`config.mk`:
```
export PLATFORM = sky130hd
export DESIGN_NAME = cpu_control_unit
export DESIGN_NICKNAME = d
export VERILOG_FILES = /design/src/rtl/cpu_pkg.sv /design/src/rtl/cpu_control_unit_chk.sv /design/src/rtl/cpu_instr_decode.sv /design/src/rtl/cpu_control_unit.sv
export SDC_FILE = /design/constraint.sdc
export NUM_CORES = 1
export LEC_CHECK = 0
export CAP_MARGIN = 20
export CORE_MARGIN = 2
export CORE_UTILIZATION = 41
export DETAILED_ROUTE_END_ITERATION = 8
export GPL_ROUTABILITY_DRIVEN = 0
export PLACE_DENSITY = 0.73
export SLEW_MARGIN = 40
export SYNTH_ARGS = -nofsm -noshare
export SYNTH_HDL_FRONTEND = slang
export SYNTH_SLANG_ARGS = --single-unit
```
`constraint.sdc`:
```
create_clock -name CLK -period 1.5 [get_ports CLK]
set_input_delay 0.3 -clock CLK [delete_from_list [all_inputs] [get_ports CLK]]
set_output_delay 0.3 -clock CLK [all_outputs]
set_load 0.02 [all_outputs]
```
`src/rtl/cpu_pkg.sv`:
```
// Shared definitions for the 8-bit accumulator CPU sequencer: opcode values,
// instruction field layout, FSM state encoding and the DEC/N2 dispatch rule.
package cpu_pkg;

  // ALU / transfer opcodes as they appear in IR[DATA_W-2:DATA_W-4]
  localparam logic [2:0] OP_ADD = 3'b000;
  localparam logic [2:0] OP_SUB = 3'b001;
  localparam logic [2:0] OP_XOR = 3'b010;
  localparam logic [2:0] OP_SHL = 3'b011;
  localparam logic [2:0] OP_LDA = 3'b100;
  localparam logic [2:0] OP_STA = 3'b101;
  localparam logic [2:0] OP_CMA = 3'b110;
  localparam logic [2:0] OP_HLT = 3'b111;

  // Instruction layout {I, opcode[2:0], addr}: positions counted down from the MSB
  localparam int IND_FROM_TOP = 1;
  localparam int OPC_FROM_TOP = 2;
  localparam int OPC_W        = 3;

  // One state per machine cycle
  typedef enum logic [3:0] {
    ST_IDLE  = 4'd0,
    ST_F0    = 4'd1,
    ST_F1    = 4'd2,
    ST_F2    = 4'd3,
    ST_DEC   = 4'd4,
    ST_N1    = 4'd5,
    ST_N2    = 4'd6,
    ST_OP1   = 4'd7,
    ST_EXEC  = 4'd8,
    ST_STORE = 4'd9,
    ST_HALT  = 4'd10
  } cpu_state_e;

  // Instruction class flags produced by the decoder
  typedef struct packed {
    logic is_memref;
    logic is_alu;
    logic is_store;
    logic is_halt;
  } instr_class_t;

  // Successor of DEC (ind = I bit) and of N2 (ind forced low: single-level indirection)
  function automatic cpu_state_e dispatch(input instr_class_t cls, input logic ind);
    cpu_state_e nxt;
    if (cls.is_halt) begin
      nxt = ST_HALT;
    end else if (!cls.is_memref) begin
      nxt = ST_EXEC;
    end else if (ind) begin
      nxt = ST_N1;
    end else if (cls.is_store) begin
      nxt = ST_STORE;
    end else begin
      nxt = ST_OP1;
    end
    return nxt;
  endfunction

endpackage

```
`src/rtl/cpu_control_unit_chk.sv`:
```
// Protocol assertions on the sequencer's memory and ALU strobes.
module cpu_control_unit_chk
  import cpu_pkg::*;
(
  input logic       CLK,
  input logic       RST,
  input logic       mem_we,
  input logic       alu_enable,
  input logic [2:0] alu_opcode,
  input logic       busy,
  input logic       halted
);

  // A store strobe never lasts more than one cycle
  a_we_single: assert property (@(posedge CLK) disable iff (RST) mem_we |=> !mem_we);

  // Memory write and ALU enable belong to different states
  a_we_alu_excl: assert property (@(posedge CLK) disable iff (RST) !(mem_we && alu_enable));

  // HALT is not a busy state
  a_halt_not_busy: assert property (@(posedge CLK) disable iff (RST) halted |-> !busy);

  // Only the five ALU opcodes ever get an enable
  a_alu_legal: assert property (@(posedge CLK) disable iff (RST)
    alu_enable |-> (alu_opcode == OP_ADD || alu_opcode == OP_SUB || alu_opcode == OP_XOR ||
                    alu_opcode == OP_SHL || alu_opcode == OP_CMA));

endmodule

```
`src/rtl/cpu_instr_decode.sv`:
```
// Combinational opcode classifier used by the sequencer's DEC and N2 dispatch.
module cpu_instr_decode
  import cpu_pkg::*;
(
  input  logic [2:0]   opcode,
  output instr_class_t cls
);

  // Map each opcode to its class flags; unknown codes fall back to a harmless halt
  always_comb begin
    cls = '{is_memref: 1'b0, is_alu: 1'b0, is_store: 1'b0, is_halt: 1'b0};
    case (opcode)
      OP_ADD, OP_SUB, OP_XOR: begin
        cls.is_memref = 1'b1;
        cls.is_alu    = 1'b1;
      end
      OP_SHL, OP_CMA: begin
        cls.is_alu    = 1'b1;
      end
      OP_LDA: begin
        cls.is_memref = 1'b1;
      end
      OP_STA: begin
        cls.is_memref = 1'b1;
        cls.is_store  = 1'b1;
      end
      OP_HLT: begin
        cls.is_halt   = 1'b1;
      end
      default: begin
        cls.is_halt   = 1'b1;
      end
    endcase
  end

endmodule

```
`src/rtl/cpu_control_unit.sv`:
```
// Multi-cycle sequencer of the 8-bit accumulator CPU. Owns PC, AR, IR and AC,
// fetches through the synchronous memory, handles one level of indirection and
// drives the external ALU, writing its result back into AC.
module cpu_control_unit
  import cpu_pkg::*;
#(
  parameter int                ADDR_W   = 4,
  parameter int                DATA_W   = 8,
  parameter logic [ADDR_W-1:0] RESET_PC = {ADDR_W{1'b0}}
) (
  input  logic              CLK,
  input  logic              RST,
  input  logic              start,
  output logic [ADDR_W-1:0] mem_addr,
  output logic              mem_we,
  output logic [DATA_W-1:0] mem_wdata,
  input  logic [DATA_W-1:0] mem_rdata,
  output logic [2:0]        alu_opcode,
  output logic              alu_enable,
  input  logic [DATA_W-1:0] alu_result,
  output logic [DATA_W-1:0] ac_out,
  output logic [ADDR_W-1:0] pc_out,
  output logic [DATA_W-1:0] ir_out,
  output logic              busy,
  output logic              halted
);

  localparam int IND_BIT = DATA_W - IND_FROM_TOP;
  localparam int OPC_HI  = DATA_W - OPC_FROM_TOP;
  localparam int OPC_LO  = OPC_HI - OPC_W + 1;

  // Architectural registers and their next values
  cpu_state_e        state_r, state_s;
  logic [ADDR_W-1:0] pc_r, pc_s;
  logic [ADDR_W-1:0] ar_r, ar_s;
  logic [DATA_W-1:0] ir_r, ir_s;
  logic [DATA_W-1:0] ac_r, ac_s;

  // Registered strobes, derived from the state being entered
  logic mem_we_r;
  logic alu_en_r;
  logic busy_r;
  logic halted_r;

  // Instruction fields and class of the instruction held in IR
  logic         ind_s;
  logic [2:0]   opc_s;
  instr_class_t cls_s;

  assign ind_s = ir_r[IND_BIT];
  assign opc_s = ir_r[OPC_HI:OPC_LO];

  cpu_instr_decode u_decode (
    .opcode (opc_s),
    .cls    (cls_s)
  );

  // Next-state and register-update logic, one FSM state per cycle
  always_comb begin
    state_s = state_r;
    pc_s    = pc_r;
    ar_s    = ar_r;
    ir_s    = ir_r;
    ac_s    = ac_r;
    case (state_r)
      ST_IDLE: begin
        if (start) begin
          state_s = ST_F0;
        end else begin
          state_s = ST_IDLE;
        end
      end
      ST_F0: begin
        ar_s    = pc_r;
        state_s = ST_F1;
      end
      ST_F1: begin
        // memory samples AR at the end of this cycle
        state_s = ST_F2;
      end
      ST_F2: begin
        ir_s    = mem_rdata;
        pc_s    = pc_r + {{(ADDR_W-1){1'b0}}, 1'b1};
        state_s = ST_DEC;
      end
      ST_DEC: begin
        ar_s    = ir_r[ADDR_W-1:0];
        state_s = dispatch(cls_s, ind_s);
      end
      ST_N1: begin
        // memory samples the pointer location
        state_s = ST_N2;
      end
      ST_N2: begin
        ar_s    = mem_rdata[ADDR_W-1:0];
        state_s = dispatch(cls_s, 1'b0);
      end
      ST_OP1: begin
        // memory samples the operand location
        state_s = ST_EXEC;
      end
      ST_EXEC: begin
        if (cls_s.is_alu) begin
          ac_s = alu_result;
        end else begin
          ac_s = mem_rdata;
        end
        state_s = ST_F0;
      end
      ST_STORE: begin
        // memory captures AC at AR while mem_we is high
        state_s = ST_F0;
      end
      ST_HALT: begin
        if (start) begin
          state_s = ST_F0;
        end else begin
          state_s = ST_HALT;
        end
      end
      default: begin
        state_s = ST_IDLE;
      end
    endcase
  end

  // State and architectural register update with asynchronous reset
  always_ff @(posedge CLK or posedge RST) begin
    if (RST) begin
      state_r <= ST_IDLE;
      pc_r    <= RESET_PC;
      ar_r    <= {ADDR_W{1'b0}};
      ir_r    <= {DATA_W{1'b0}};
      ac_r    <= {DATA_W{1'b0}};
    end else begin
      state_r <= state_s;
      pc_r    <= pc_s;
      ar_r    <= ar_s;
      ir_r    <= ir_s;
      ac_r    <= ac_s;
    end
  end

  // Output strobes registered from the state being entered so they are glitch-free
  always_ff @(posedge CLK or posedge RST) begin
    if (RST) begin
      mem_we_r <= 1'b0;
      alu_en_r <= 1'b0;
      busy_r   <= 1'b0;
      halted_r <= 1'b0;
    end else begin
      mem_we_r <= (state_s == ST_STORE);
      alu_en_r <= (state_s == ST_EXEC) && cls_s.is_alu;
      busy_r   <= (state_s != ST_IDLE) && (state_s != ST_HALT);
      halted_r <= (state_s == ST_HALT);
    end
  end

  assign mem_addr   = ar_r;
  assign mem_wdata  = ac_r;
  assign mem_we     = mem_we_r;
  assign alu_opcode = opc_s;
  assign alu_enable = alu_en_r;
  assign ac_out     = ac_r;
  assign pc_out     = pc_r;
  assign ir_out     = ir_r;
  assign busy       = busy_r;
  assign halted     = halted_r;

  cpu_control_unit_chk u_chk (
    .CLK        (CLK),
    .RST        (RST),
    .mem_we     (mem_we_r),
    .alu_enable (alu_en_r),
    .alu_opcode (opc_s),
    .busy       (busy_r),
    .halted     (halted_r)
  );

endmodule

```
Word-level counts from Yosys, hierarchy flattened
Cells that the tools add are included.
{ "word_totals": {"in_bits": 19, "register_bits": 32, "output_inout_bits": 39, "elab_cells": 55} }
{ "op_classes": {"addsub": 1, "n_mux": 15, "n_eq_ne": 21, "n_reduce_logical": 9} }
{ "ops": {"columns": ["cell", "count"], "rows": [
  ["4-bit one-hot mux with 10 select lines", 1],
  ["4-bit 2-to-1 mux", 7],
  ["4-bit == test, second input constant", 6],
  ["4-bit by 3-bit == test with 1-bit output, second input constant", 4],
  ["3-bit == test, second input constant", 4],
  ["4-bit one-hot mux with 3 select lines", 1],
  ["5-bit OR reduction", 2],
  ["4-bit by 2-bit == test with 1-bit output, second input constant", 2],
  ["8-bit 2-to-1 mux", 1],
  ["3-bit by 2-bit == test with 1-bit output, second input constant", 2],
  ["1-bit 2-to-1 mux", 5],
  ["4-bit by 1-bit adder with 4-bit output, second input constant", 1],
  ["4-bit by 1-bit == test with 1-bit output, second input constant", 1],
  ["4-bit zero test", 1],
  ["4-bit inequality test, second input constant", 1],
  ["4-bit nonzero test", 1],
  ["3-bit by 1-bit == test with 1-bit output, second input constant", 1],
  ["3-bit zero test", 1],
  ["3-bit nonzero test", 1],
  ["1-bit logical AND", 2],
  ["2-bit OR reduction", 1]
]} }

Longest topological paths before layout
{ "logic_depth": {"depth_word": 9, "ltp_mapped": 7, "ltp_nobuf": 6} }

By module
From an unflattened synthesis, not the netlist that was laid out.
{ "unflattened": {"cells_unflattened": 162, "area_unflattened_um2": 1656.6} }
{ "by_module_without_submodules": {"columns": ["mod", "area_per_inst_um2", "instances", "seq_area_each_um2", "cells_each"], "rows": [
  ["cpu_control_unit", 1630.3, 1, 800.8, 157],
  ["cpu_instr_decode", 26.3, 1, 0.0, 5]
]} }

Least setup slack after synthesis
Ideal clock, no wire load.
{ "synth_path": {"path_kind": "reg-to-reg", "from": "register ir_r[4] (netlist: ir_out[4])", "to": "register busy_r (netlist: busy)", "path_slack_ps": -75, "period_less_slack_ps": 1575, "setup_time_ps": 132, "n_path_buf": 0, "t_arrival_ps": 1444, "stages_incl_launch_ff": 7, "required_ps": 1368, "cell_sequence": "dfrtp_1 o21ai_1 o21ai_1 a221oi_2 inv_2 nor3_2 a21oi_2"} }
{ "synth_via": {"elab_chain_cells": 9, "elab_cells_between_ends": 20, "cone_classes": "eq/ne: 6; mux: 10; reduce/logical: 4"} }
{ "synth_rtl": {"columns": ["item", "line_no", "rtl"], "rows": [
  ["start, declared", "cpu_control_unit.sv:36", "logic [DATA_W-1:0] ir_r, ir_s;"],
  ["start signal, assigned", "cpu_control_unit.sv:133", "ir_r <= {DATA_W{1'b0}};"],
  ["start signal, assigned", "cpu_control_unit.sv:139", "ir_r <= ir_s;"],
  ["3-bit == test", "cpu_instr_decode.sv:12", "case (opcode)"],
  ["1-bit 2-to-1 mux", "cpu_instr_decode.sv:12", null],
  ["4-bit 2-to-1 mux", "cpu_pkg.sv:52", "end else if (cls.is_store) begin"],
  ["4-bit 2-to-1 mux", "cpu_pkg.sv:50", "end else if (ind) begin"],
  ["4-bit 2-to-1 mux", "cpu_pkg.sv:48", "end else if (!cls.is_memref) begin"],
  ["4-bit 2-to-1 mux", "cpu_pkg.sv:46", "if (cls.is_halt) begin"],
  ["4-bit one-hot mux with 10 select lines (*)", "cpu_control_unit.sv:65", "case (state_r)"],
  ["net state_s[3]", "cpu_control_unit.sv:33", "cpu_state_e state_r, state_s;"],
  ["4-bit inequality test / 4-bit nonzero test (equally long branches)", "cpu_control_unit.sv:154", "busy_r <= (state_s != ST_IDLE) && (state_s != ST_HALT);"],
  ["1-bit logical AND (*)", "cpu_control_unit.sv:154", null],
  ["end signal, assigned", "cpu_control_unit.sv:154", null],
  ["end, declared", "cpu_control_unit.sv:42", "logic busy_r;"]
]} }
The timed path passes the listed nets; every way through them passes the cells marked *.
A chain may end at the register's enable or synchronous reset.

Worst setup path in the final report
Ends and elaborated chain as after synthesis.

==> run metrics <==
Layout area overhead 44.3%; CP cell instances buf_6 -> nand2_2 -> o21ai_2 -> a221oi_2 -> inv_2 -> nor3_2 -> a21oi_2; LEAKAGE 1.12 nW; width of the die 68.9 µm; Compound-Gate Fraction of Synth Area 12.2%; H-tree depth 2; GRT Util Overall 18.9%; CTS buffer count 5; maxcap violations 0; Post-Syn Area about 0.0017 mm²; share of power burned in registers between 20% and 30%; final wirelength 4.07 mm; clock sinks 32; Root Driver clkbuf_8; most frequent cells in the layout 35 x dlygate4sd2_1, 26 x dfrtp_1, 18 x clkdlybuf4s50_1; internal power 3.39 mW; Worst-Skew Late Latency between 0.2 and 0.3 ns; minimum clock period 1.50 ns; Synth Area in Adders roughly 1.3%; Buf/Inv on CP 2; Max-slew headroom between 60% and 70%; Arr. time, crit path between 1.5 and 2 ns; layout cells sized above 1 34.1%; post-synth cell types 39; # diodes 0; largest family of logic cells by synthesized area multiplexers; DR vias roughly 1,400; Worst path slowest cell dfrtp_2; core region area between 0.004 and 0.005 mm²; Max Freq around 0.67 GHz; Clock transition at path regs 0.06 ns; post-synthesis cell count approximately 150; IO Port Bufs 57; worst-margin pin slew 0.472 ns; Simple-Gate Fraction of Synth Area 12.3%; Synth Register Bits 32; GRT overflow 0; fin area 0.00249 mm²; Synth Area in XOR/XNOR 1.96%; dpl cell area 0.00238 mm²; mux cell area share after synthesis 14.8%; worst stage delay on the critical path 0.46 ns; register area share after synthesis a little under half; Fin. Hold Viols 0; Max clock buf depth 2; crit path kind reg2reg; P_sw 2.63 mW; Die H slightly below 70 µm; status finished clean; Initial Util 42.8%; Final HPWL DP 2.98 mm; RSZ-0062 raised after global routing yes; vias per cell 5.07; critical path endpoint category register; clock power share 11.3%; Comb pwr share between 60% and 70%; CTS tree built; worst slack at placement -0.182 ns; most common library cell in the layout ignoring fill and taps dlygate4sd2_1; worst vdd ir 1110 µV; io pins 58; first-pass GRT wire length 6.48 mm; Hold WS 0.353 ns; die area 0.00474 mm²; Hold Crit Class in2async; mean routed wirelength per cell roughly 15 µm; Post-DRT Antenna Nets 0; Tcrit/Tclk final between 90% and 100%; synth warn 0; Worst Skew 0.000665 ns; syn_area_per_cell 11.4 µm²; pin count of the biggest net entering global routing 33; TNS Setup 0 ns; setup ws final ~0.0040 ns; final setup fails 0; initial antenna violation count 0; Rows 23; Final Max Slew Viols 0; Net Count, Synth approximately 170; Pre-Repair DR Iteration Count 4; DRC Markers 0; vias in the first global route 1,406; initial DRC count 42; WP data required 1.67 ns; Hold Buf Count CTS 0; type of origin of the critical path register; NumNets Final between 200 and 250; switching part of the total 43.7%; PD cells ~2400 mW/mm²; critical path's top delay family flip-flops; crit-path max FO 8
-- per-layer routing --
layer | global-route usage (%) | part of all wire, % | vias to the layer above
li1 | - | - | 655
met1 | 21.3 | 40 | 673
met2 | 33.5 | 54 | 33
met3 | 5.36 | 4.6 | 8
met4 | 7.11 | 1.6 | 0
met5 | 0 | 0 | -
-- metrics by stage --
stage	util, %	instances	power (mW)
floorplan	-	151	4.05
global placement	59.2	259	5.36
detailed placement	59.2	259	5.48
CTS	61.5	269	5.98
global route	61.8	270	6.42
finish	61.8	270	6.02
-- flip-flops by register name, summed over array words and instances (netlist names) --
name,flops
ir_out,8
pc_out,4
alu_enable,1
busy,1
halted,1
state_r,4
mem_we,1
mem_addr,4
ac_out,8
-- layout make-up --
class / count / area [µm²]
fill: 339 / 1540
sequential: 32 / 808
multi-input combinational: 94 / 785
timing repair buffer: 80 / 722
clock buffer: 8 / 90.1
tap: 50 / 62.6
inverter: 6 / 22.5
-- worst min-delay path: stages --
cell,delay [ns]
clkdlybuf4s50_1,0.39
inv_1,0.09
buf_12,0.21
-- power groups by stage --
stage / Clock [mW] / Combinational [mW] / Sequential, mW
global route: 0.733 / 3.93 / 1.76
detailed placement: 0 / 3.77 / 1.71
finish: 0.679 / 3.64 / 1.70
CTS: 0.691 / 3.58 / 1.71
floorplan: 0 / 2.01 / 2.04
global placement: 0 / 3.69 / 1.67
-- worst paths after layout --
| path | from | to | slack, ns | cells past startpoint |
|---|---|---|---|---|
| worst min register to register | mem_addr[3]$_DFFE_PP0P_ | mem_addr[3]$_DFFE_PP0P_ | 0.51 | 1 |
| worst min-delay path | RST | alu_enable$_DFF_PP0_ | 0.35 | 3 |
| worst max-delay path | ir_out[4]$_DFFE_PP0P_ | busy$_DFF_PP0_ | 0.004 | 7 |
| max in group asynchronous | RST | state_r[0]$_DFF_PP0_ | 0.96 | 3 |
| worst max register to register | ir_out[4]$_DFFE_PP0P_ | busy$_DFF_PP0_ | 0.004 | 7 |
| min in group CLK | mem_addr[3]$_DFFE_PP0P_ | mem_addr[3]$_DFFE_PP0P_ | 0.51 | 1 |
-- synth_stat cells --
cell,n,share of area [%]
nor4_1,1,0.36
ha_1,1,0.73
a21oi_1,17,4.9
nor4b_4,1,1.4
a32oi_1,1,0.51
nor3b_2,1,0.73
xor2_1,1,0.51
xnor2_1,1,0.51
buf_4,12,5.2
nor2_2,1,0.36
mux2_2,12,7.8
nand4_4,1,1.2
buf_6,4,2.6
o22ai_1,1,0.36
and2_1,1,0.36
clkbuf_8,2,1.6
nor2_1,16,3.5
a21oi_2,2,1.0
a31o_1,1,0.51
buf_2,1,0.29
nor3_2,1,0.58
xnor2_2,1,0.94
maj3_1,1,0.58
a221oi_2,1,0.87
nor3_1,1,0.29
nor4b_1,1,0.51
o21ai_1,2,0.58
inv_2,2,0.44
inv_1,4,0.87
and2b_2,2,1.0
dfrtp_1,32,46
a2111oi_1,1,0.58
a211oi_2,1,0.73
mux2i_1,12,7.0
o311ai_4,1,1.5
nand2b_1,1,0.36
o21ai_0,2,0.58
or3_1,1,0.36
nand2_1,6,1.3
-- kinds of logic (layout without fill, tap and decap cells) --
logic type / Yosys count / count (layout)
buffers and inverters: 25 / 94
adder cells (fa/ha/maj): 2 / 2
XOR/XNOR: 3 / 3
multiplexers: 24 / 24
AND/OR/NAND/NOR: 35 / 35
flip-flops: 32 / 32
AO/OA/AOI/OAI: 30 / 30
-- repair_timing --
item | in CTS | in global routing
setup buffers | 2 | 1
resized for setup | 51 | 12
pin swaps | 3 | 2
endpoints found under the setup margin | 46 | 11
Power figures use the tool's default switching activity.
==> patch 1 (same settings) <==
Set the package constant `OPC_FROM_TOP` to 4 (it was 2).
--- a/src/rtl/cpu_pkg.sv
+++ b/src/rtl/cpu_pkg.sv
@@ -16,3 +16,3 @@
   localparam int IND_FROM_TOP = 1;
-  localparam int OPC_FROM_TOP = 2;
+  localparam int OPC_FROM_TOP = 4;
   localparam int OPC_W        = 3;
Formal check against the unedited RTL: not equivalent (a bounded check fails within 10 cycles, from zero or initial values and one cycle with RST high).
==> patch 1 against the unedited design <==
The flow now finishes with violations (negative setup slack). Synthesized area down 3.0%. Synthesized cell count rose by 0.66%. Global-route usage grew 0.25 points. Total power shrank 6.1%. Sequential cell count unchanged. Combinational power fell by 7.7%. Via count fell by 2.0%. Final area down 3.1%. Worst setup slack lost 0.069 ns. Clock power down 9.3%. Clock skew is 0.0069 ns higher. Wire length is 4.2% lower. Critical path depth decreased by 1. Highest routed layer unchanged.
==> patch 1: results (changes against the unedited design) <==
ys_types: 41  # +5.1%
p_int_mw: 3.22  # -5.1%
fillers: 342  # +0.88%
hold_path.class: "input port to async pin"
ys_top_cells_by_area: "dfrtp_1 48%, mux2_2 8.1%, mux2i_1 7.2%"
violations: "negative setup slack"
drtPass1Iterations: 4  # unchanged
clock_latency_ns: 0.28  # about the same
cts_resized: 41  # -20%
async_flop_share_pct: 100  # unchanged
cp.arrival_ns: 1.77  # +0.10 ns
synth_mux_area_share_pct: 15.2  # +0.45 points
cts_buffer_depth: 2  # unchanged
leakage_nw: 1.11  # -1.2%
path_clk_slew_ns: 0.06  # about the same
r2r-start: "ir_out[2]$_DFFE_PP0P_"
reg2reg_to: "busy$_DFF_PP0_"
grt_pass1_vias: 1395  # -0.78%
drt-initial-drc-count: 67  # +60%
crit_fanout: 5  # -3
portBuffers: 57  # unchanged
cts_setup_buffers: 2  # unchanged
final_net_count: 237  # -0.84%
grt_pass1_wl_mm: 6.37  # -1.7%
netlist_top_cells_count: "32 x dfrtp_1, 14 x a21oi_1, 14 x nor2_1"
grtUsageTotal_pct: 19.1  # +0.25 points
dp_hpwl_mm: 2.89  # -2.8%
hold_slack_ns: 0.354  # +0.00116 ns
dpl_worst_slack_ns: -0.286  # -0.104 ns
final-setup-viol-count: 2  # +2
drive_above_1_share_pct: 26.3  # -7.8 points
synth_xor_area_share_pct: 1.57  # -0.39 points
yosysWarnings: 0  # unchanged
synth_compound_area_share_pct: 11.4  # -0.75 points
skew_ns: 0.00761  # +0.00694 ns
overflow: 0  # unchanged
synthesis.nets: 172  # +0.58%
cts_made_buffers: 5  # unchanged
rr_worst_depth: 6  # -1
h-tree-depth: 2  # unchanged
synth_ff_type: "dfrtp_1"
antennaDiodeCount: 0  # unchanged
ir_drop_mv: 1.09  # -1.8%
root_buffer: "clkbuf_8"
outcome: "complete, but fails checks"
grt_max_degree: 33  # unchanged
dr_total_vias: 1342  # -2.0%
synthAdderAreaFrac_pct: 1.35  # +0.040 points
worst_pin_slew_ns: 0.441  # -0.0304 ns
layout_setup_ws_ns: -0.0649  # -0.0690 ns
ys_seq_area_share_pct: 47.8  # +1.4 points
antenna_found_initial: 0  # unchanged
wl_mm: 3.90  # -4.2%
## patch 1: cell count changes after synthesis, moves of 2 or more
| cell | before | now |
|---|---|---|
| a21oi_1 | 17 | 14 |
| a21oi_2 | 2 | 0 |
| a31oi_1 | 0 | 2 |
| and2b_2 | 2 | 0 |
| buf_2 | 1 | 3 |
| buf_6 | 4 | 2 |
| clkbuf_8 | 2 | 0 |
| nor2_1 | 16 | 14 |
| nor2b_1 | 0 | 2 |
| o211ai_1 | 0 | 2 |
| o21ai_1 | 2 | 0 |
| or2_1 | 0 | 2 |
## patch 1: per-layer routing
layer / GRT usage (%) / share of wire [%] / up-vias
li1: - / - / 647
met1: 22.7 / 43 / 649
met2: 32.8 / 51 / 39
met3: 4.11 / 4.6 / 7
met4: 9.00 / 1.6 / 0
met5: 0 / 0 / -
## patch 1: per-stage QoR
stage          power [mW]  setup TNS [ns]  std cells  util, %  cell area [sq um]
2_1_floorplan        3.86         -0.0610        152        -               1680
6_report             5.65         -0.0791        267     60.7               2410
4_1_cts              5.62         -0.0753        266     60.1               2380
3_5_place_dp         5.26          -0.804        257     58.8               2340
5_1_grt              6.06          -0.344        267     60.7               2410
3_3_place_gp         5.17          -0.473        257     58.8               2340
## patch 1: final cells by class
| class | count | area [sq um] | share of cell area (%) |
|---|---|---|---|
| Sequential cell | 32 | 808 | 33.5 |
| Multi-Input combinational cell | 95 | 728 | 30.2 |
| Timing Repair Buffer | 77 | 713 | 29.6 |
| Clock buffer | 6 | 72.6 | 3.01 |
| Tap cell | 50 | 62.6 | 2.59 |
| Inverter | 6 | 22.5 | 0.934 |
| Clock inverter | 1 | 5.00 | 0.207 |
## patch 1: power groups by stage
stage,Clock [mW],Combinational (mW),Sequential [mW]
2_1_floorplan,0,1.89,1.97
3_3_place_gp,0,3.50,1.67
3_5_place_dp,0,3.57,1.70
4_1_cts,0.626,3.34,1.66
5_1_grt,0.663,3.66,1.74
6_report,0.616,3.36,1.68
## patch 1: critical path, cell delays in order (launching register included)
cell	delay, ns
dfrtp_2	0.40
buf_6	0.13
or3_1	0.36
a31oi_1	0.16
a311oi_1	0.07
or2_1	0.25
a31oi_1	0.13
## patch 1: worst max path at each step
stage,to,slack (ns),cells after the start,startpoint
2_1_floorplan,busy$_DFF_PP0_,-0.06,6,ir_out[2]$_DFFE_PP0P_
3_3_place_gp,busy$_DFF_PP0_,-0.21,6,start
3_5_place_dp,busy$_DFF_PP0_,-0.29,6,start
4_1_cts,busy$_DFF_PP0_,-0.08,6,ir_out[2]$_DFFE_PP0P_
5_1_grt,busy$_DFF_PP0_,-0.17,6,ir_out[2]$_DFFE_PP0P_
6_report,busy$_DFF_PP0_,-0.06,6,ir_out[2]$_DFFE_PP0P_
==> patch 2 (same settings) <==
Without the edit above. Put a register stage on the output `alu_opcode`, cleared by the reset. The value now appears one clock later. The other outputs are not delayed to match.
--- a/src/rtl/cpu_control_unit.sv
+++ b/src/rtl/cpu_control_unit.sv
@@ -30,2 +30,4 @@
   localparam int OPC_LO  = OPC_HI - OPC_W + 1;
+
+  logic [2:0] alu_opcode_d;
 
@@ -161,3 +163,3 @@
   assign mem_we     = mem_we_r;
-  assign alu_opcode = opc_s;
+  assign alu_opcode_d = opc_s;
   assign alu_enable = alu_en_r;
@@ -179,2 +181,10 @@
 
+  always_ff @(posedge CLK or posedge RST) begin
+    if (RST) begin
+      alu_opcode <= '0;
+    end else begin
+      alu_opcode <= alu_opcode_d;
+    end
+  end
+
 endmodule
Formal check against the unedited RTL: not equivalent (Yosys sat finds a counterexample within 10 cycles, from zero or initial values and one cycle with RST high).
==> patch 2 against the unedited design <==
The flow now finishes with violations (negative setup slack). Global-route usage is 0.55 points lower. Total power up 5.0%. Final area rose by 3.9%. Sequential cell count grew 3. Hold slack worse by 0.022 ns. Cell count increased by 2.2%. Synthesized area up 1.5%. Utilization up 1.9 points. Worst setup slack got worse by 0.086 ns. Clock skew rose by 0.0086 ns. Wire length up 7.1%. Critical path depth decreased by 3. Critical endpoint unchanged. Highest routed layer unchanged.
==> patch 2: results (changes against the unedited design) <==
cts_buffer_depth: 2  # unchanged
grt_pass1_wl_mm: 6.96  # +7.3%
crit_fanout: 4  # -4
grt_max_degree: 22  # -33%
final-setup-viol-count: 3  # +3
violations: "negative setup slack"
slew_headroom_pct: 81.6  # +13 points
drive_above_1_share_pct: 30.1  # -4.0 points
leakage_nw: 1.16  # +3.9%
ys_seq_area_share_pct: 50.0  # +3.6 points
ys_types: 43  # +10%
hold_slack_ns: 0.331  # -0.0221 ns
dp_hpwl_mm: 3.16  # +6.2%
netlist_top_cells_count: "35 x dfrtp_1, 14 x a21oi_1, 10 x buf_4, 10 x nor2_1"
layout_setup_ws_ns: -0.0817  # -0.0857 ns
wl_mm: 4.36  # +7.1%
synthesis.nets: 170  # -0.58%
skew_ns: 0.00930  # +0.00864 ns
cts_made_buffers: 5  # unchanged
drt-initial-drc-count: 80  # +90%
path_clk_slew_ns: 0.07
slowest_delay_ns: 0.42  # -0.04 ns
ir_drop_mv: 1.06  # -4.9%
postPlaceCellArea_sq_um: 2450  # +2.7%
antenna_found_initial: 0  # unchanged
finalNonFillerCells: 276  # +2.2%
placed_cells: 262  # +1.2%
grtUsageTotal_pct: 18.3  # -0.55 points
cp.arrival_ns: 1.73  # +0.06 ns
tns_ns: -0.113  # -0.113 ns
syn_avg_cell_area_sq_um: 11.7  # +2.1%
switching_share_pct: 43.0  # -0.61 points
outcome: "complete, but fails checks"
grt_pass1_vias: 1451  # +3.2%
final_net_count: 245  # +2.5%
dr_total_vias: 1434  # +4.7%
ys_top_cells_by_area: "dfrtp_1 50%, mux2_2 5.1%, mux2i_1 4.6%"
-- patch 2: per-layer routing --
layer / up-vias / track usage, % / wire length [um]
li1: 674 / - / -
met1: 695 / 21.5 / 1800
met2: 54 / 31.0 / 2190
met3: 11 / 5.81 / 265
met4: 0 / 7.41 / 104
met5: - / 0 / 0
-- patch 2: layout make-up --
class | instances | area (sq um)
fill | 314 | 1470
timing repair buffer | 83 | 739
multi-input combinational | 93 | 795
clock buffer | 7 | 76.3
inverter | 7 | 26.3
tap | 50 | 62.6
sequential | 35 | 882
clock inverter | 1 | 5.00
-- patch 2: logic make-up after synthesis --
group | count (synthesis) | share of synthesized area (%)
and+or+nand+nor | 34 | 13.4
DFF | 35 | 50.0
adders and majority gates | 2 | 1.36
muxes | 16 | 9.72
xor gates and xnor gates | 3 | 1.50
buffers and inverters | 22 | 7.86
AOI/OAI and AO/OA | 38 | 16.1
-- patch 2: worst max-delay path: cells and delay by family, from the launching register on --
kind | cells | cell delay, ns
AO/OA/AOI/OAI | 3 | 0.68
flip-flops | 1 | 0.42
adder cells (fa/ha/maj) | 1 | 0.33
-- patch 2: per-stage QoR --
step                setup WS (ns)  utilization (%)
finish                    -0.0817             63.7
global route               -0.143             63.7
CTS                       -0.0996             62.2
detailed placement         -0.162             60.4
global placement          -0.0792             60.4
floorplan                 -0.0641                -
-- patch 2: final timing paths --
kind / startpoint / endpoint / cells after the start
setup / recovery: ir_out[6]$_DFFE_PP0P_ / busy$_DFF_PP0_ / 4
hold / removal: RST / alu_opcode[0]$_DFF_PP0_ / 3
setup reg to reg: ir_out[6]$_DFFE_PP0P_ / busy$_DFF_PP0_ / 4
hold reg to reg: ir_out[5]$_DFFE_PP0P_ / alu_opcode[1]$_DFF_PP0_ / 1
max in group asynchronous: RST / ac_out[1]$_DFFE_PP0N_ / 3
min in group CLK: ir_out[5]$_DFFE_PP0P_ / alu_opcode[1]$_DFF_PP0_ / 1
-- patch 2: power by group through the flow --
stage,clock [mW],combinational (mW),sequential (mW)
finish,0.663,3.90,1.76
global route,0.719,4.15,1.83
CTS,0.689,3.71,1.76
detailed placement,0,3.92,1.78
global placement,0,3.83,1.77
floorplan,0,1.89,2.23
-- patch 2: what timing repair did --
action | CTS | global route
pin swaps | 3 | 3
setup buffers | 4 | 2
gates cloned | 0 | 0
gates resized for setup | 45 | 10
setup endpoints to repair | 51 | 15
